**src/rtl/period_meter_pkg.sv**
```systemverilog
// Shared types and default sizing for the pulse period meter.
// The state enum and default WIDTH/TIMEOUT used by pulse_period_meter.
package period_meter_pkg;

    typedef enum logic {
        IDLE,
        MEASURE
    } meter_state_e;

    // 27 bits covers one second of a 100 MHz clock (120M cycle timeout < 2^27).
    localparam int unsigned DefaultWidth   = 27;
    localparam int unsigned DefaultTimeout = 120_000_000;

endpackage

```
**src/rtl/pulse_edge_detect.sv**
```systemverilog
// Rising-edge detector for the period meter, with an optional two-flop
// synchronizer in front when PERIOD_METER_SYNC_EN is defined.
module pulse_edge_detect (
    input  logic clk_i,
    input  logic rst_i,
    input  logic pulse_i,
    output logic rise_o
);

    logic pulse_s;
    logic pulse_q, pulse_d;

`ifdef PERIOD_METER_SYNC_EN
    logic [1:0] sync_q, sync_d;

    always_comb begin
        sync_d = {sync_q[0], pulse_i};
    end

    always_ff @(posedge clk_i) begin
        if (rst_i) begin
            sync_q <= '0;
        end else begin
            sync_q <= sync_d;
        end
    end

    assign pulse_s = sync_q[1];
`else
    assign pulse_s = pulse_i;
`endif

    always_comb begin
        pulse_d = pulse_s;
    end

    always_ff @(posedge clk_i) begin
        if (rst_i) begin
            pulse_q <= 1'b0;
        end else begin
            pulse_q <= pulse_d;
        end
    end

    assign rise_o = pulse_s & ~pulse_q;

endmodule

```
**src/rtl/pulse_period_meter.sv**
```systemverilog
// Measures cycles between successive rising edges of pulseIn, with lock and
// loss-of-signal indication. Optional input synchronizer: PERIOD_METER_SYNC_EN.
module pulse_period_meter
    import period_meter_pkg::*;
#(
    parameter int unsigned WIDTH   = DefaultWidth,
    parameter int unsigned TIMEOUT = DefaultTimeout
) (
    input  logic             clkIn,
    input  logic             reset,
    input  logic             pulseIn,
    output logic [WIDTH-1:0] period,
    output logic             periodValid,
    output logic             locked,
    output logic             timeout
);

    localparam logic [WIDTH-1:0] CntLimit = WIDTH'(TIMEOUT);
    localparam logic [WIDTH-1:0] CntOne   = WIDTH'(1);

    logic rise;

    meter_state_e     state_q, state_d;
    logic [WIDTH-1:0] cnt_q, cnt_d;
    logic [WIDTH-1:0] period_q, period_d;
    logic             valid_q, valid_d;
    logic             locked_q, locked_d;
    logic             timeout_q, timeout_d;

    pulse_edge_detect u_edge_detect (
        .clk_i   (clkIn),
        .rst_i   (reset),
        .pulse_i (pulseIn),
        .rise_o  (rise)
    );

    always_comb begin
        state_d   = state_q;
        cnt_d     = cnt_q;
        period_d  = period_q;
        valid_d   = 1'b0;
        locked_d  = locked_q;
        timeout_d = timeout_q;

        unique case (state_q)
            IDLE: begin
                cnt_d = '0;
                // First edge only starts the interval; nothing to report yet.
                if (rise) begin
                    state_d = MEASURE;
                    cnt_d   = CntOne;
                end
            end
            MEASURE: begin
                // An edge landing on the limit cycle still counts as a measurement.
                if (rise) begin
                    period_d  = cnt_q;
                    valid_d   = 1'b1;
                    locked_d  = 1'b1;
                    timeout_d = 1'b0;
                    cnt_d     = CntOne;
                end else if (cnt_q == CntLimit) begin
                    state_d   = IDLE;
                    cnt_d     = '0;
                    timeout_d = 1'b1;
                    locked_d  = 1'b0;
                end else begin
                    cnt_d = cnt_q + CntOne;
                end
            end
            default: begin
                state_d = IDLE;
                cnt_d   = '0;
            end
        endcase
    end

    always_ff @(posedge clkIn) begin
        if (reset) begin
            state_q   <= IDLE;
            cnt_q     <= '0;
            period_q  <= '0;
            valid_q   <= 1'b0;
            locked_q  <= 1'b0;
            timeout_q <= 1'b0;
        end else begin
            state_q   <= state_d;
            cnt_q     <= cnt_d;
            period_q  <= period_d;
            valid_q   <= valid_d;
            locked_q  <= locked_d;
            timeout_q <= timeout_d;
        end
    end

    assign period      = period_q;
    assign periodValid = valid_q;
    assign locked      = locked_q;
    assign timeout     = timeout_q;

endmodule

```
**config.mk**
```make
export PLATFORM = sky130hd
export DESIGN_NAME = pulse_period_meter
export DESIGN_NICKNAME = d
export VERILOG_FILES = /design/src/rtl/period_meter_pkg.sv /design/src/rtl/pulse_edge_detect.sv /design/src/rtl/pulse_period_meter.sv
export SDC_FILE = /design/constraint.sdc
export NUM_CORES = 1
export LEC_CHECK = 0
export BUFFER_PORTS_ARGS = -buffer_cell sky130_fd_sc_hd__buf_4
export CORE_MARGIN = 10
export CORE_UTILIZATION = 56
export CTS_CLUSTER_DIAMETER = 60
export CTS_CLUSTER_SIZE = 8
export DETAILED_ROUTE_END_ITERATION = 12
export PLACE_DENSITY = 0.78
export REMOVE_ABC_BUFFERS = 1
export SETUP_SLACK_MARGIN = 0.1
export SYNTH_ARGS = -nofsm -noshare
export SYNTH_HDL_FRONTEND = slang
export SYNTH_HIERARCHICAL = 1
export SYNTH_SLANG_ARGS = --single-unit
```
**constraint.sdc**
```tcl
create_clock -name clkIn -period 2.19 [get_ports clkIn]
set_input_delay 0.3285 -clock clkIn [delete_from_list [all_inputs] [get_ports clkIn]]
set_output_delay 0.3285 -clock clkIn [all_outputs]
set_load 0.01 [all_outputs]
```
==> impl_metrics.toml, run 1 <==
[synthesis]
synth_top_area_frac = 0.499
synth-seq-cells = 59
yosys-top-cells-area = "dfxtp_1 (50%), a22o_1 (10%), or4_1 (4.1%), xor2_1 (3.7%), o31ai_1 (3.2%)"
ys_seq_area_frac = 0.499
synthCells = 235
synth.most_common_cell = "dfxtp_1"
netlist_area_mm2 = 0.00237
synth.distinct_cells = 33
yosysWarnings = 6
synth_common_cells = "dfxtp_1 (59), a22o_1 (27), nand2_1 (15)"
synth-async-reset-ratio = 0
synth_top_cell_by_area = "dfxtp_1"
synth_edf_count = 0
syn-mean-instance-area_um2 = 10.1
synthFlopType = "dfxtp_1"

[floorplanning]
row_count = 23
start_util = 0.583
dieArea_mm2 = 0.00723
fp.dieW_um = 85
top_level_ports = 33
coreArea_mm2 = 0.00406
die_h_um = 85

[timing]
fmax_mhz = 527
drv_slew = 0
period_share = 0.867
worst_slack_ns = 0.291
maxSlewHeadroom = 0.656
tns_ns = 0
tightestPinTransition_ns = 0.511
period_needed_ns = 1.90
hold_viol = 0
setup_viol = 0
rsz0062_at_grt = "false"
fin_skew_ns = 0.00626

[run_status]
outcome = "finished, final reports clean"

[layout]
area_growth_pct = 21.4
n_antenna_cell = 0
drive_gt1_frac = 0.219
nets = 278

[power_and_ir_drop]
power_leakage_uw = 0.00107
ir_worst_vdd_mv = 0.460
p_per_area_mw_per_mm2 = 765

[critical_path]
cp_max_fo = 6
r2r_start = "cnt_q[8]$_SDFF_PP0_"
reg2reg_to = "locked$_SDFFE_PP0P_"
critPathArrivalTime_ns = 2.08
end_kind = "register"
worst-setup-path-type = "register to register"
critPathLaunchType = "register"
rr_worst_depth = 4
worstPathRequired_ns = 2.38
regToRegSetupSlack_ns = 0.29
crit_path_start = "cnt_q[8]$_SDFF_PP0_"

[clock_network]
root_buffer = "clkbuf_8"
cts_htree_levels = 3
post_cts_resize_count = 0
cts_buffers = 9
max-clock-path-buffers = 2
post_cts_buffers = 0
clk_pin_slew_ns = 0.06
cts_tree = "built"
insertion_delay_ns = 0.34
clock-sinks = 59
hold_buffers = 0

[min_path]
hp-class = "input pin to register"
min_from = "reset"
holdPathEnd = "u_edge_detect/pulse_q$_SDFF_PP0_"
whs_path_depth = 2

[run]
cap_violations = 0

[route]
viasPerCell = 5.84
drtPass1Iterations = 4
drc = 0
wl_per_cell_um = 15.7
drtIter0Drc = 96
drtAntennaViolNets = 0
route.vias.total = 1915
wl_um = 5140

[global_routing]
grt_overflow = 0
grt_max_degree = 19
grt_pass1_vias = 1811
antenna_found_initial = 0
grt_pass1_wl_um = 8720
grt_usage = 0.147

[place]
gp_congestion = 0.852
post-place-ws_ns = 0.327
dpl.hpwl_um = 3680
portBuffers = 32
-- through the flow --
| stage | utilization | hold WS (ns) | std cells | cell area (µm²) | total power [µW] |
|---|---|---|---|---|---|
| after global routing | 0.708 | 0.179 | 328 | 2870 | 2270 |
| after CTS | 0.708 | 0.176 | 328 | 2870 | 2220 |
| final | 0.708 | 0.189 | 328 | 2870 | 2200 |
| after floorplan | - | 0.393 | 222 | 2290 | 1150 |
| after detailed placement | 0.656 | 0.459 | 312 | 2660 | 1180 |
| after global placement | 0.656 | 0.450 | 312 | 2660 | 1180 |
-- sequential cells by signal (all words and copies together) (netlist names) --
signal and count:
period 27, periodValid 1, locked 1, timeout 1
state_q 1, u_edge_detect/pulse_q 1, cnt_q 27
-- worst max path at each step --
stage,slack [ns],cells after the start,to
global route,0.16,6,locked$_SDFFE_PP0P_
CTS,0.28,6,locked$_SDFFE_PP0P_
floorplan,0.22,6,cnt_q[10]$_SDFF_PP0_
global placement,0.40,4,state_q$_SDFF_PP0_
detailed placement,0.33,6,locked$_SDFFE_PP0P_
finish,0.29,4,locked$_SDFFE_PP0P_
-- where the power goes --
part / internal (µW) / leakage, µW / switching [µW] / total (µW)
Combinational: 25.2 / 0.000488 / 39.7 / 64.8
Clock: 637 / 0.000103 / 407 / 1040
Sequential: 1080 / 0.000476 / 8.31 / 1090
-- final cells by class --
| cell class | instances | area [µm²] |
|---|---|---|
| Clock buffer | 11 | 131 |
| Clock inverter | 5 | 77.6 |
| Fill cell | 317 | 1180 |
| Inverter | 5 | 18.8 |
| Multi-Input combinational cell | 158 | 1100 |
| Sequential cell | 59 | 1180 |
| Tap cell | 50 | 62.6 |
| Timing Repair Buffer | 40 | 300 |
-- critical path, cell delays in order (launching register included) --
cell and delay (ns):
dfxtp_1 0.36, nor4b_1 0.41, nand4_1 0.26, nor4_1 0.55, o22ai_1 0.16
-- layer usage --
| metal | wire length, µm | vias up | track usage | part of all wire |
|---|---|---|---|---|
| li1 | - | 955 | - | - |
| met1 | 2410 | 903 | 0.174 | 0.47 |
| met2 | 2300 | 51 | 0.221 | 0.45 |
| met3 | 365 | 6 | 0.0698 | 0.071 |
| met4 | 56 | 0 | 0.0674 | 0.011 |
| met5 | 0 | - | 0 | 0 |
-- layout by cell type, fill, tap and decap left out, drive strengths merged, types with 2 or more instances in the layout --
cell type | Yosys | final
nand2 | 15 | 15
o31ai | 10 | 10
clkbuf | 8 | 11
xor2 | 10 | 10
or3 | 6 | 6
nor2b | 2 | 2
nand2b | 2 | 2
and3 | 2 | 2
nor4 | 2 | 2
and2 | 4 | 4
and4 | 3 | 3
o21ai | 5 | 5
nand4 | 7 | 7
buf | 5 | 40
nor4b | 4 | 4
inv | 5 | 5
a22o | 27 | 27
clkinv | 0 | 2
bufinv | 0 | 2
or4 | 13 | 13
a21oi | 14 | 14
ha | 2 | 2
nor2 | 14 | 14
nand3 | 10 | 10
dfxtp | 59 | 59
xnor2 | 2 | 2
-- cells by family after synthesis --
family,after synthesis,synth area share
compound gates,59,0.189
fa+ha+maj,2,0.0106
buf+inv,18,0.0381
flops,59,0.499
simple gates,85,0.218
xor+xnor,12,0.0444
(Power assumes the default switching activity.)
==> inputs of run 2 (changes only) <==
Settings changed: CORE_ASPECT_RATIO set to 2, CORE_UTILIZATION 56 to 59, PLACE_DENSITY 0.78 to 0.82.
Clock period 2.19 ns to 2.22 ns, I/O delays scaled along.
==> impl_metrics.toml, run 2 (same netlist as run 1, synthesis figures left out) <==
[critical_path]
critPathMaxStageDelay_ns = 0.49
rr_worst_depth = 5
reg2reg_to = "cnt_q[10]$_SDFF_PP0_"
critPathLaunchType = "register"
crit_chain = "nor4b_1, nand4_1, o41ai_4, buf_4, nor2_1"
worstSetupEndpoint = "cnt_q[10]$_SDFF_PP0_"
regToRegSetupSlack_ns = 0.14
r2r_start = "cnt_q[8]$_SDFF_PP0_"
worst-setup-path-type = "register to register"
end_kind = "register"
crit_path_start = "cnt_q[8]$_SDFF_PP0_"
worstPathRequired_ns = 2.45
cp_max_fo = 25
critPathArrivalTime_ns = 2.31
cpMaxStageDelayCell = "nor4b_1"

[global_routing]
grt_max_degree = 26
grt_overflow = 0
grt_pass1_vias = 1957
grt_pass1_wl_um = 9560
grt_usage = 0.173
antenna_found_initial = 0

[floorplanning]
top_level_ports = 33
row_count = 32
dieArea_mm2 = 0.00710
start_util = 0.609
die_h_um = 110
coreArea_mm2 = 0.00388
fp.dieW_um = 64.8

[timing]
tns_ns = 0
tightestPinTransition_ns = 0.561
fin_skew_ns = 0.00737
maxSlewHeadroom = 0.626
period_share = 0.937
hold_viol = 0
drv_slew = 0
fmax_mhz = 481
setup_viol = 0
period_needed_ns = 2.08
rsz0062_at_grt = "false"

[clock_network]
clk_pin_slew_ns = 0.07
cts_tree = "built"
clock-sinks = 59
root_buffer = "clkbuf_8"
hold_buffers = 0
insertion_delay_ns = 0.34
max-clock-path-buffers = 2
cts_buffers = 9
cts_htree_levels = 3
post_cts_buffers = 0
post_cts_resize_count = 0

[route]
wl_per_cell_um = 17.5
drtAntennaViolNets = 0
viasPerCell = 5.96
route.vias.total = 1936
drc = 0
wl_um = 5680
drtIter0Drc = 43
drtPass1Iterations = 4

[layout]
stdcell_area_mm2 = 0.00284
most-common-layout-cells = "dfxtp_1 (59), buf_4 (35), a22o_1 (27)"
drive_gt1_frac = 0.219
layout_commonest_cell = "dfxtp_1"
nets = 274
n_antenna_cell = 0
area_growth_pct = 20.1
fin_cells = 325
fillers = 309

[place]
placed_cell_area_mm2 = 0.00265
dp_cells = 309
portBuffers = 32
gp_congestion = 0.966
dpl.hpwl_um = 3950

[run]
cap_violations = 0

[power_and_ir_drop]
ir_worst_vdd_mv = 0.658
power_leakage_uw = 0.00104
p_per_area_mw_per_mm2 = 734

[min_path]
min_from = "reset"
hp-class = "input pin to register"

[run_status]
outcome = "finished, final reports clean"
-- run 2: per-stage QoR --
stage | power [µW] | hold WS (ns) | setup WS (ns) | util
floorplan | 1130 | 0.397 | 0.249 | -
global placement | 1160 | 0.456 | 0.241 | 0.682
detailed placement | 1160 | 0.465 | 0.193 | 0.682
CTS | 2100 | 0.178 | 0.152 | 0.731
global route | 2160 | 0.184 | 0.107 | 0.732
finish | 2090 | 0.183 | 0.140 | 0.732
-- run 2: cell type report --
cell class              instances  area, µm²  area share
repair buffers                 36        283      0.0995
clock inverters                 7       68.8      0.0242
clock buffers                   9        124      0.0436
inverters                       5       18.8     0.00661
multi-input cells             158       1100       0.388
flip-flops and latches         59       1180       0.416
well taps                      51       63.8      0.0225
-- run 2: worst min path at each step --
stage	end	slack, ns	cells after the start
floorplan	u_edge_detect/pulse_q$_SDFF_PP0_	0.40	1
CTS	u_edge_detect/pulse_q$_SDFF_PP0_	0.18	2
global route	u_edge_detect/pulse_q$_SDFF_PP0_	0.18	2
finish	u_edge_detect/pulse_q$_SDFF_PP0_	0.18	2
global placement	timeout$_SDFFE_PP0P_	0.46	1
detailed placement	timeout$_SDFFE_PP0P_	0.46	1
-- run 2: routing by layer --
| metal | vias up | track usage | wire [µm] |
|---|---|---|---|
| met5 | - | 0 | 0 |
| met3 | 23 | 0.0581 | 331 |
| met1 | 903 | 0.174 | 2180 |
| li1 | 947 | - | - |
| met4 | 0 | 0.112 | 223 |
| met2 | 63 | 0.298 | 2950 |
-- run 2: worst max-delay path: cells and delay by family, from the launching register on --
kind            cells  cell delay, ns
simple gates        3            0.88
buf+inv             1            0.32
flops               1            0.36
compound gates      1            0.40
-- run 2: report_power, final --
group	switching [µW]	internal (µW)
Clock	436	513
Sequential	7.24	1070
Combinational	39.8	24.7
==> inputs of run 3 (changes only) <==
Settings changed: CELL_PAD_IN_SITES_DETAIL_PLACEMENT set to 1, CELL_PAD_IN_SITES_GLOBAL_PLACEMENT set to 2, CORE_UTILIZATION 59 to 38, PLACE_DENSITY 0.82 to unset, PLACE_DENSITY_LB_ADDON set to 0.1.
==> impl_metrics.toml, run 3 (same netlist as run 1, synthesis figures left out) <==
[run_status]
outcome = "finished, final reports clean"

[route]
route.vias.total = 1941
wl_per_cell_um = 17.8
wl_um = 6460
drtIter0Drc = 134
viasPerCell = 5.35
drtAntennaViolNets = 0
drc = 0
drtPass1Iterations = 4

[timing]
maxSlewHeadroom = 0.714
rsz0062_at_grt = "false"
period_needed_ns = 1.93
drv_slew = 0
fmax_mhz = 518
fin_skew_ns = 0.00293
period_share = 0.870
setup_viol = 0
tightestPinTransition_ns = 0.423
tns_ns = 0
hold_viol = 0
worst_slack_ns = 0.290

[global_routing]
grt_usage = 0.140
grt_pass1_vias = 2092
grt_overflow = 0
grt_max_degree = 26
grt_pass1_wl_um = 10600
antenna_found_initial = 0

[critical_path]
worst-setup-path-type = "register to register"
end_kind = "register"
critPathArrivalTime_ns = 2.13
r2r_start = "cnt_q[12]$_SDFF_PP0_"
regToRegSetupSlack_ns = 0.29
cp_max_fo = 25
worstPathRequired_ns = 2.42
reg2reg_to = "cnt_q[22]$_SDFF_PP0_"
rr_worst_depth = 5
critPathLaunchType = "register"

[floorplanning]
die_h_um = 132
dieArea_mm2 = 0.00997
coreArea_mm2 = 0.00606
row_count = 40
start_util = 0.391
fp.dieW_um = 75.8
top_level_ports = 33

[power_and_ir_drop]
ir_worst_vdd_mv = 0.520
power_leakage_uw = 0.00112
p_per_area_mw_per_mm2 = 777

[clock_network]
clk_pin_slew_ns = 0.05
cts_buffers = 9
cts_tree = "built"
insertion_delay_ns = 0.33
cts_htree_levels = 3
clock-sinks = 59
root_buffer = "clkbuf_16"
hold_buffers = 0
max-clock-path-buffers = 2

[layout]
fin_cells = 363
area_growth_pct = 27.0
layout_commonest_cell = "dfxtp_1"
drive_gt1_frac = 0.222
multiInputGateArea_mm2 = 0.00111
n_antenna_cell = 0
ff_latch_area_mm2 = 0.00118
most-common-layout-cells = "dfxtp_1 (59), buf_4 (43), a22o_1 (27)"
fillers = 690
nets = 282

[place]
dpl.hpwl_um = 4670
gp_congestion = 0.727
portBuffers = 32
post-place-ws_ns = 0.195
dp_cells = 350

[min_path]
whs_path_depth = 2
holdPathEnd = "u_edge_detect/pulse_q$_SDFF_PP0_"
hp-class = "input pin to register"
min_from = "reset"

[run]
cap_violations = 0
run 3: how the worst max path moves through the flow:
stage	end	slack [ns]	cells past startpoint	start
finish	cnt_q[22]$_SDFF_PP0_	0.29	5	cnt_q[12]$_SDFF_PP0_
global route	cnt_q[21]$_SDFF_PP0_	0.11	5	cnt_q[9]$_SDFF_PP0_
detailed placement	cnt_q[8]$_SDFF_PP0_	0.20	5	cnt_q[22]$_SDFF_PP0_
global placement	cnt_q[20]$_SDFF_PP0_	0.27	5	cnt_q[22]$_SDFF_PP0_
floorplan	cnt_q[10]$_SDFF_PP0_	0.25	6	cnt_q[0]$_SDFF_PP0_
CTS	cnt_q[22]$_SDFF_PP0_	0.18	5	cnt_q[22]$_SDFF_PP0_
run 3: per-layer routing:
metal  part of all wire  track usage  vias up
met2               0.57        0.250       28
met5                  0            0        -
met3              0.041       0.0430       15
met1               0.37        0.134      944
met4              0.026       0.0696        0
li1                   -            -      954
run 3: critical path, stage by stage (launching register included):
cell	delay, ns
dfxtp_1	0.35
nor4b_1	0.43
nand4_1	0.27
o41ai_4	0.45
buf_12	0.22
a21oi_1	0.06
run 3: timing repair:
item	4_1_cts	5_1_grt
endpoints found under the setup margin	0	3
setup buffers	0	0
gates resized for setup	0	1
run 3: cell type report:
cell class	instances	share of cell area
Timing Repair Buffer	44	0.114
Tap cell	84	0.0350
Sequential cell	59	0.393
Inverter	5	0.00624
Multi-Input combinational cell	158	0.368
Clock buffer	13	0.0833
run 3: per-stage QoR:
| step | instance area, µm² | hold WS [ns] | utilization | power (µW) |
|---|---|---|---|---|
| after CTS | 3000 | 0.198 | 0.495 | 2360 |
| final | 3010 | 0.206 | 0.496 | 2340 |
| after floorplan | 2290 | 0.397 | - | 1130 |
| after detailed placement | 2750 | 0.467 | 0.454 | 1170 |
| after global routing | 3010 | 0.207 | 0.496 | 2430 |
| after global placement | 2750 | 0.457 | 0.454 | 1160 |
run 3: report_power, final:
part / internal (µW) / switching (µW)
registers: 1070 / 7.73
clock network: 763 / 427
logic: 25.9 / 41.7
